## config.mk

```make
export PLATFORM = sky130hd
export DESIGN_NAME = scale_mux_arb
export DESIGN_NICKNAME = d
export VERILOG_FILES = /design/src/rtl/scale_mux_arb.sv
export SDC_FILE = /design/constraint.sdc
export NUM_CORES = 1
export LEC_CHECK = 0
export ABC_CLOCK_PERIOD_IN_PS = 1900
export BUFFER_PORTS_ARGS = -buffer_cell sky130_fd_sc_hd__buf_2
export CAP_MARGIN = 10
export CORE_UTILIZATION = 46
export DETAILED_ROUTE_END_ITERATION = 6
export GPL_TIMING_DRIVEN = 0
export HOLD_SLACK_MARGIN = 0.15
export PLACE_DENSITY = 0.85
export SLEW_MARGIN = 20
export SYNTH_ARGS = -nofsm -noshare
export SYNTH_HDL_FRONTEND = slang
export SYNTH_SLANG_ARGS = --single-unit
```

## constraint.sdc

```tcl
create_clock -name clk -period 1.9 [get_ports clk]
set_clock_uncertainty 0.05 [all_clocks]
set_input_delay 0.19 -clock clk [delete_from_list [all_inputs] [get_ports clk]]
set_output_delay 0.19 -clock clk [all_outputs]
set_load 0.05 [all_outputs]
```

## src/rtl/scale_mux_arb.sv

```systemverilog
// Feeder for the 8-bit 2:1 scale mux: two one-entry byte holding registers,
// burst-limited round-robin arbitration, single valid/ready toward the consumer.
// Optional per-channel grant counters are enabled with SCALE_MUX_ARB_STATS_EN.
module scale_mux_arb #(
  parameter int WIDTH = 8,
  parameter int BURST = 1
) (
  input  logic             clk,
  input  logic             rst_n,
  input  logic [WIDTH-1:0] a_data,
  input  logic             a_valid,
  output logic             a_ready,
  input  logic [WIDTH-1:0] b_data,
  input  logic             b_valid,
  output logic             b_ready,
  output logic [WIDTH-1:0] mux_in_a,
  output logic [WIDTH-1:0] mux_in_b,
  output logic             mux_sel_a,
  output logic             out_valid,
  input  logic             out_ready
`ifdef SCALE_MUX_ARB_STATS_EN
  ,
  output logic [15:0]      grant_cnt_a,
  output logic [15:0]      grant_cnt_b
`endif
);

  localparam int CW = $clog2(BURST + 1);
  localparam logic [CW-1:0] BURST_C = CW'(BURST);
  localparam logic [CW-1:0] ONE_C   = CW'(1);

  typedef enum logic {
    IDLE  = 1'b0,
    OFFER = 1'b1
  } state_t;

  state_t           state_r;
  logic             full_a_r;
  logic             full_b_r;
  logic [WIDTH-1:0] hold_a_r;
  logic [WIDTH-1:0] hold_b_r;
  logic             grant_q_r;
  logic             pref_r;
  logic [CW-1:0]    run_cnt_r;
  logic             last_sel_r;

  logic             grant_a_s;
  logic             fire_s;
  logic             a_fire_s;
  logic             b_fire_s;

  // Grant choice: frozen while stalled in OFFER, otherwise arbitrated from the full flags.
  always_comb begin
    grant_a_s = last_sel_r;
    if (state_r == OFFER) begin
      grant_a_s = grant_q_r;
    end else begin
      case ({full_a_r, full_b_r})
        2'b10:   grant_a_s = 1'b1;
        2'b01:   grant_a_s = 1'b0;
        2'b11:   grant_a_s = (run_cnt_r < BURST_C) ? pref_r : ~pref_r;
        default: grant_a_s = last_sel_r;
      endcase
    end
  end

  assign out_valid = full_a_r | full_b_r;
  assign fire_s    = out_valid & out_ready;
  // A granted channel that fires can be refilled in the same cycle.
  assign a_ready   = rst_n & (~full_a_r | (fire_s & grant_a_s));
  assign b_ready   = rst_n & (~full_b_r | (fire_s & ~grant_a_s));
  assign a_fire_s  = a_valid & a_ready;
  assign b_fire_s  = b_valid & b_ready;
  assign mux_in_a  = hold_a_r;
  assign mux_in_b  = hold_b_r;
  assign mux_sel_a = grant_a_s;

  // Holding registers and full flags; a capture wins over a same-cycle drain.
  always_ff @(posedge clk) begin
    if (!rst_n) begin
      full_a_r <= 1'b0;
      full_b_r <= 1'b0;
      hold_a_r <= '0;
      hold_b_r <= '0;
    end else begin
      if (a_fire_s) begin
        full_a_r <= 1'b1;
        hold_a_r <= a_data;
      end else if (fire_s && grant_a_s) begin
        full_a_r <= 1'b0;
      end
      if (b_fire_s) begin
        full_b_r <= 1'b1;
        hold_b_r <= b_data;
      end else if (fire_s && !grant_a_s) begin
        full_b_r <= 1'b0;
      end
    end
  end

  // Stall FSM: latch the grant when the consumer back-pressures.
  always_ff @(posedge clk) begin
    if (!rst_n) begin
      state_r   <= IDLE;
      grant_q_r <= 1'b1;
    end else begin
      case (state_r)
        IDLE: begin
          if (out_valid && !out_ready) begin
            state_r   <= OFFER;
            grant_q_r <= grant_a_s;
          end
        end
        OFFER: begin
          if (out_ready) begin
            state_r <= IDLE;
          end
        end
        default: state_r <= IDLE;
      endcase
    end
  end

  // Round-robin bookkeeping on every output fire.
  always_ff @(posedge clk) begin
    if (!rst_n) begin
      pref_r     <= 1'b1;
      run_cnt_r  <= '0;
      last_sel_r <= 1'b1;
    end else if (fire_s) begin
      last_sel_r <= grant_a_s;
      if (grant_a_s != pref_r) begin
        pref_r    <= grant_a_s;
        run_cnt_r <= ONE_C;
      end else if (run_cnt_r >= BURST_C) begin
        run_cnt_r <= BURST_C;
      end else begin
        run_cnt_r <= run_cnt_r + ONE_C;
      end
    end
  end

`ifdef SCALE_MUX_ARB_STATS_EN
  logic [15:0] grant_cnt_a_r;
  logic [15:0] grant_cnt_b_r;

  // Saturating per-channel fire counters.
  always_ff @(posedge clk) begin
    if (!rst_n) begin
      grant_cnt_a_r <= 16'h0000;
      grant_cnt_b_r <= 16'h0000;
    end else if (fire_s) begin
      if (grant_a_s && grant_cnt_a_r != 16'hFFFF) begin
        grant_cnt_a_r <= grant_cnt_a_r + 16'h0001;
      end
      if (!grant_a_s && grant_cnt_b_r != 16'hFFFF) begin
        grant_cnt_b_r <= grant_cnt_b_r + 16'h0001;
      end
    end
  end

  assign grant_cnt_a = grant_cnt_a_r;
  assign grant_cnt_b = grant_cnt_b_r;
`endif

endmodule

```

* After elaboration in Yosys (flattened, before gate mapping) *
Cells that the tools add are included.

cells by class
  add/subtract/negate cells = 1
  order comparisons = 2
  eq/ne operators = 4
  muxes and demuxes = 12
  bitwise logic cells = 15
  reduce and logical (&&, ||, !) cells = 9

operator list
  kind                 number
  $mux 1               10
  $and 1x1->1          7
  $not 1->1            5
  $eq 2x2->1 const B   2
  $reduce_and 2->1     2
  $reduce_bool 2->1    2
  $logic_and 1x1->1    3
  $or 1x1->1           3
  $pmux 1 s3           1
  $eq 2x1->1 const B   1
  $logic_not 1->1      2
  $pmux 1 s2           1
  $add 1x1->1 const B  1
  $ge 1x1->1 const B   1
  $lt 1x1->1 const B   1
  $ne 1x1->1           1

word-level totals
  register bits = 23
  output and inout bits = 20
  word-level logic and storage cells = 52

* Longest topological paths before layout *
  depth after elaboration = 10
  gate-level depth with buffers = 6

* Worst setup path after synthesis *
No wires, ideal clock.

  path type = reg-to-output
  start = reg pref_r
  end = out a_ready
  data arrival time = 1.509 ns
  required time = 1.660 ns
  slack = 0.151 ns
  stages on the path, launching flop included = 5
  cells stage by stage = dfxtp_1 > xor2_1 > nor2_1 > a21o_2 > nor2_1

on the way
  longest elaborated chain between the ends = 7

RTL lines
  element                 line  source
  from (decl)             43    logic pref_r;
  from (signal assigned)  133   pref_r <= grant_a_s;
  $not 1->1               61    2'b11: grant_a_s = (run_cnt_r < BURST_C) ? pref_r : ~pref_r;
  $mux 1 (*)              61
  $pmux 1 s3 (*)          58    case ({full_a_r, full_b_r})
  $mux 1 (*)              55    if (state_r == OFFER) begin
  $and 1x1->1 (*)         70    assign a_ready = rst_n & (~full_a_r | (fire_s & grant_a_s));
  $or 1x1->1 (*)          70
  $and 1x1->1 (*)         70
  to (decl)               12    output logic a_ready,

Every way passes the cells marked *; elsewhere a longest branch is shown, timed or not.

* Worst setup path after layout *
  start = reg run_cnt_r
  end = out b_ready

on the way
  longest elaborated chain between the ends = 8

RTL lines
  element                 line  source
  from (decl)             44    logic [CW-1:0] run_cnt_r;
  from (signal assigned)  138   run_cnt_r <= run_cnt_r + ONE_C;
  $lt 1x1->1              61
  $mux 1                  61
  $pmux 1 s3              58
  $mux 1                  55
  $not 1->1               71    assign b_ready = rst_n & (~full_b_r | (fire_s & ~grant_a_s));
  $and 1x1->1             71
  $or 1x1->1              71
  $and 1x1->1             71
  to (decl)               15    output logic b_ready,

Every way passes these cells.

==> run summary <==
The flow ran to the end, and the final reports show no timing, DRC or antenna violations. Leaving out fill and tap cells, the most frequent cell in the layout is sky130_fd_sc_hd__buf_2. The total negative slack for setup checks is 0 ns.

The warning count from the yosys run is 0. Clock tree synthesis selected as its root buffer the cell sky130_fd_sc_hd__clkbuf_4. The synthesized-area fraction occupied by adder cells came out at 0%. The minimum setup slack in the final design came out at 0.0636 ns.

The final routed DRC violation total is 0. Of the total power, the clock network draws 21.0%. The CTS tree is done.

The area of the mapped netlist came out at ~980 µm². The critical path required time is between 1.5 and 2 ns. The fraction of the mapped netlist area in compound gates came out at 16.0%. The remaining antenna violation count after routing came out at 0.

By area, the combinational part of the netlist is dominated by simple AND/OR/NAND/NOR gates. The remaining max-slew budget at the tightest pin came out at between 60% and 70%. Combinational cells account for 29.7% of the total power.

For this design the top-level I/O count stands at 41. Cells with a size suffix above 1 make up between 30% and 40% of the layout. The dominant cell type by area after synthesis is sky130_fd_sc_hd__dfxtp_1. The number of library cell types mapped by synthesis is 23. The average size of a mapped cell came out at between 8 and 9 µm².

The ratio of routed vias to standard cells came out at 4.96. Of all nets on the critical path, the largest fanout is 3. Setup repair after global routing left no endpoint under its margin. In the final design database the tool counted roughly 200 nets.

Yosys attributes the largest share of cell area to sky130_fd_sc_hd__dfxtp_1 (47%), sky130_fd_sc_hd__nand2_1 (11%), sky130_fd_sc_hd__mux2i_1 (8.2%), sky130_fd_sc_hd__o21ai_0 (6.7%), sky130_fd_sc_hd__nand3_1 (4.1%). During placement, the flow inserted port buffers numbering 39. The highest attainable clock frequency came out at ~540 MHz. The overall die height came out at slightly below 50 µm. The half-perimeter wire length of the detailed placement result came out at 1660 µm. The transition at the pin with the smallest max-transition slack is between 0.5 and 0.6 ns. In this run, CTS created clock tree buffers numbering 3. The total inserted antenna cells came out at 0. The class of the most critical setup path is reg -> out. The total die area is 0.00231 mm². The switching power as a share of total power is 35.2%. The internal power of the cells came out at between 0.7 and 0.8 mW.

The clock-pin transition on the worst setup and hold timing paths is 0.13 ns. The top cell types in the final layout, fill and taps aside, are sky130_fd_sc_hd__buf_2 (38), sky130_fd_sc_hd__nand2_1 (28), sky130_fd_sc_hd__dfxtp_1 (20), sky130_fd_sc_hd__dlygate4sd3_1 (19), sky130_fd_sc_hd__o21ai_0 (11). The number of placement rows is 16.

The congestion estimate from routability-driven global placement came to between 0.8 and 0.9. Measured against the total synthesized area, the mux share comes to 8.21%. The share of power burned in registers came out at 49.4%. The detailed router placed 1031 vias in this run. The synthesis-to-layout area growth is 48.8%. The number of nets produced by synthesis is 140. The period utilization is 96.7%. In this run the power spent charging and discharging nets is approximately 0.39 mW. The number of H-tree levels is 1.

In this run, placement finished with an instance count of 185. The number of pins exceeding their max-slew limit in the final report was 0. The initial standard-cell utilization of the core is 49.2%.

The share of synthesized cell area in and, or, nand and nor gates came out at about 22%. The arrival time at the worst endpoint is 1.60 ns. The total overflow left after global routing is 0.

The worst hold-check slack came out at ~0.21 ns. The clock insertion delay at the later pin of the skew report came out at 0.31 ns. The top cell type's share of synthesized area is 47.2%. The worst setup path is captured at an output pin. The detailed-routing iteration count for the pre-antenna-repair pass came out at 4.

The post-synthesis instance total is 119. Across the VDD grid, the largest voltage drop is ~0.5 mV. The standard cell core area is 0.00198 mm². The power density relative to cell area is 755 mW/mm². The kind of start point of the critical path is a flop. The final number of hold-violating endpoints was 0. The final number of setup-violating endpoints is 0. The floorplan step set the die width to 48.1 µm. The worst slack at placement came out at 0.189 ns. The post-synthesis xor/xnor area fraction came out at 1.79%. The buffer depth of the longest clock path is 2. Dividing the detail-routed wire length by the instance count gives 13.2 µm. The total detailed-routing wirelength is 2750 µm. The flip-flop and latch count after synthesis is 23. The count of placed standard cells in the final layout, fillers left out is 208. The worst path needs around 1.8 ns of the cycle, external delays included. The proportion of synthesized chip area in sequential cells came out at 47.2%.

The global-route usage over all layers came out at 24.6%. The clock sink total came out at 23. Once the clock tree was built, the setup fixing pass inserted 0 buffers. The initial antenna violation count is 0. The first global-routing pass estimated 3900 µm of wire.

In this run the worst hold path is classified as in -> reg. The number of global-route vias before repair is 932. The largest net degree at the start of global routing came out at 13. The leakage power is 0.675 nW. Across the run, the number of max-cap violations was 0. The detailed router's first-iteration violation count is 30.
[worst paths after layout]
check / cells past startpoint / slack, ns / endpoint / start
worst max-delay path: 5 / 0.06 / b_ready / run_cnt_r
worst min-delay path: 3 / 0.21 / mux_in_b[1] / rst_n
worst max register to register: 6 / 0.17 / mux_in_b[6] / full_a_r
worst min register to register: 2 / 0.41 / mux_in_a[7] / mux_in_a[7]
[per-stage QoR]
| stage | instance area [µm²] | total power [mW] | utilization, % |
|---|---|---|---|
| 5_1_grt | 1450 | 1.14 | 73.3 |
| 4_1_cts | 1430 | 1.08 | 72.2 |
| 3_3_place_gp | 1200 | 0.821 | 60.8 |
| 6_report | 1450 | 1.10 | 73.3 |
| 3_5_place_dp | 1200 | 0.830 | 60.8 |
| 2_1_floorplan | 976 | 0.755 | - |
[state kept, by name, indices dropped and copies added, names as in the netlist]
signal,count
pref_r,1
mux_in_b,8
run_cnt_r,1
full_b_r,1
grant_q_r,1
state_r,1
last_sel_r,1
mux_in_a,8
full_a_r,1
[layer usage]
layer  up-vias  part of all wire (%)  GRT usage [%]
li1        518                     -              -
met1       468                    40           28.8
met2        41                    54           44.3
met3         4                   4.7           4.15
met4         0                  0.98           9.44
met5         -                     0              0
[worst max-delay path, stage by stage (launching register included)]
cell and delay, ns:
sky130_fd_sc_hd__dfxtp_4 0.39, sky130_fd_sc_hd__xor2_2 0.19, sky130_fd_sc_hd__and3_2 0.25, sky130_fd_sc_hd__o21ai_2 0.15
sky130_fd_sc_hd__and2_4 0.16, sky130_fd_sc_hd__buf_6 0.15
[cell families after synthesis]
kind of cell	Yosys count
flip-flops	23
XOR/XNOR	2
AO/OA/AOI/OAI	24
AND/OR/NAND/NOR	51
buffers and inverters	11
multiplexers	8
[area by class of cell]
type | instances | area (µm²)
clock buffer | 4 | 26.3
buffer | 6 | 23.8
fill | 149 | 529
timing repair buffer | 58 | 394
tap | 27 | 33.8
multi-input combinational | 85 | 489
inverter | 5 | 18.8
sequential | 23 | 467
[cells in the mapped netlist]
library cell	count
sky130_fd_sc_hd__or2_2	1
sky130_fd_sc_hd__a21o_2	1
sky130_fd_sc_hd__a21oi_1	5
sky130_fd_sc_hd__inv_1	5
sky130_fd_sc_hd__o221ai_2	1
sky130_fd_sc_hd__nand3_1	8
sky130_fd_sc_hd__xnor2_1	1
sky130_fd_sc_hd__nor2_1	8
sky130_fd_sc_hd__a21boi_0	1
sky130_fd_sc_hd__dfxtp_1	23
sky130_fd_sc_hd__buf_2	1
sky130_fd_sc_hd__mux2i_1	8
sky130_fd_sc_hd__nor3_1	2
sky130_fd_sc_hd__nand3b_1	1
sky130_fd_sc_hd__and2_1	2
sky130_fd_sc_hd__o21ai_0	13
sky130_fd_sc_hd__and3_2	1
sky130_fd_sc_hd__a211oi_4	1
sky130_fd_sc_hd__o211ai_1	1
sky130_fd_sc_hd__nand2_1	28
sky130_fd_sc_hd__clkbuf_1	5
sky130_fd_sc_hd__o21a_1	1
sky130_fd_sc_hd__xor2_1	1
[what timing repair did]
| action | in CTS | in global routing |
|---|---|---|
| hold endpoints to repair | 19 | 0 |
| endpoints found under the setup margin | 2 | 2 |
| gates resized for setup | 4 | 9 |
| hold buffers | 19 | 0 |
[power groups by stage]
stage | logic, mW | clock network [mW] | registers [mW]
after floorplan | 0.126 | 0 | 0.628
after global placement | 0.275 | 0 | 0.546
after detailed placement | 0.282 | 0 | 0.548
after CTS | 0.315 | 0.228 | 0.539
after global routing | 0.347 | 0.249 | 0.545
final | 0.325 | 0.230 | 0.541
(Power assumes the default switching activity.)
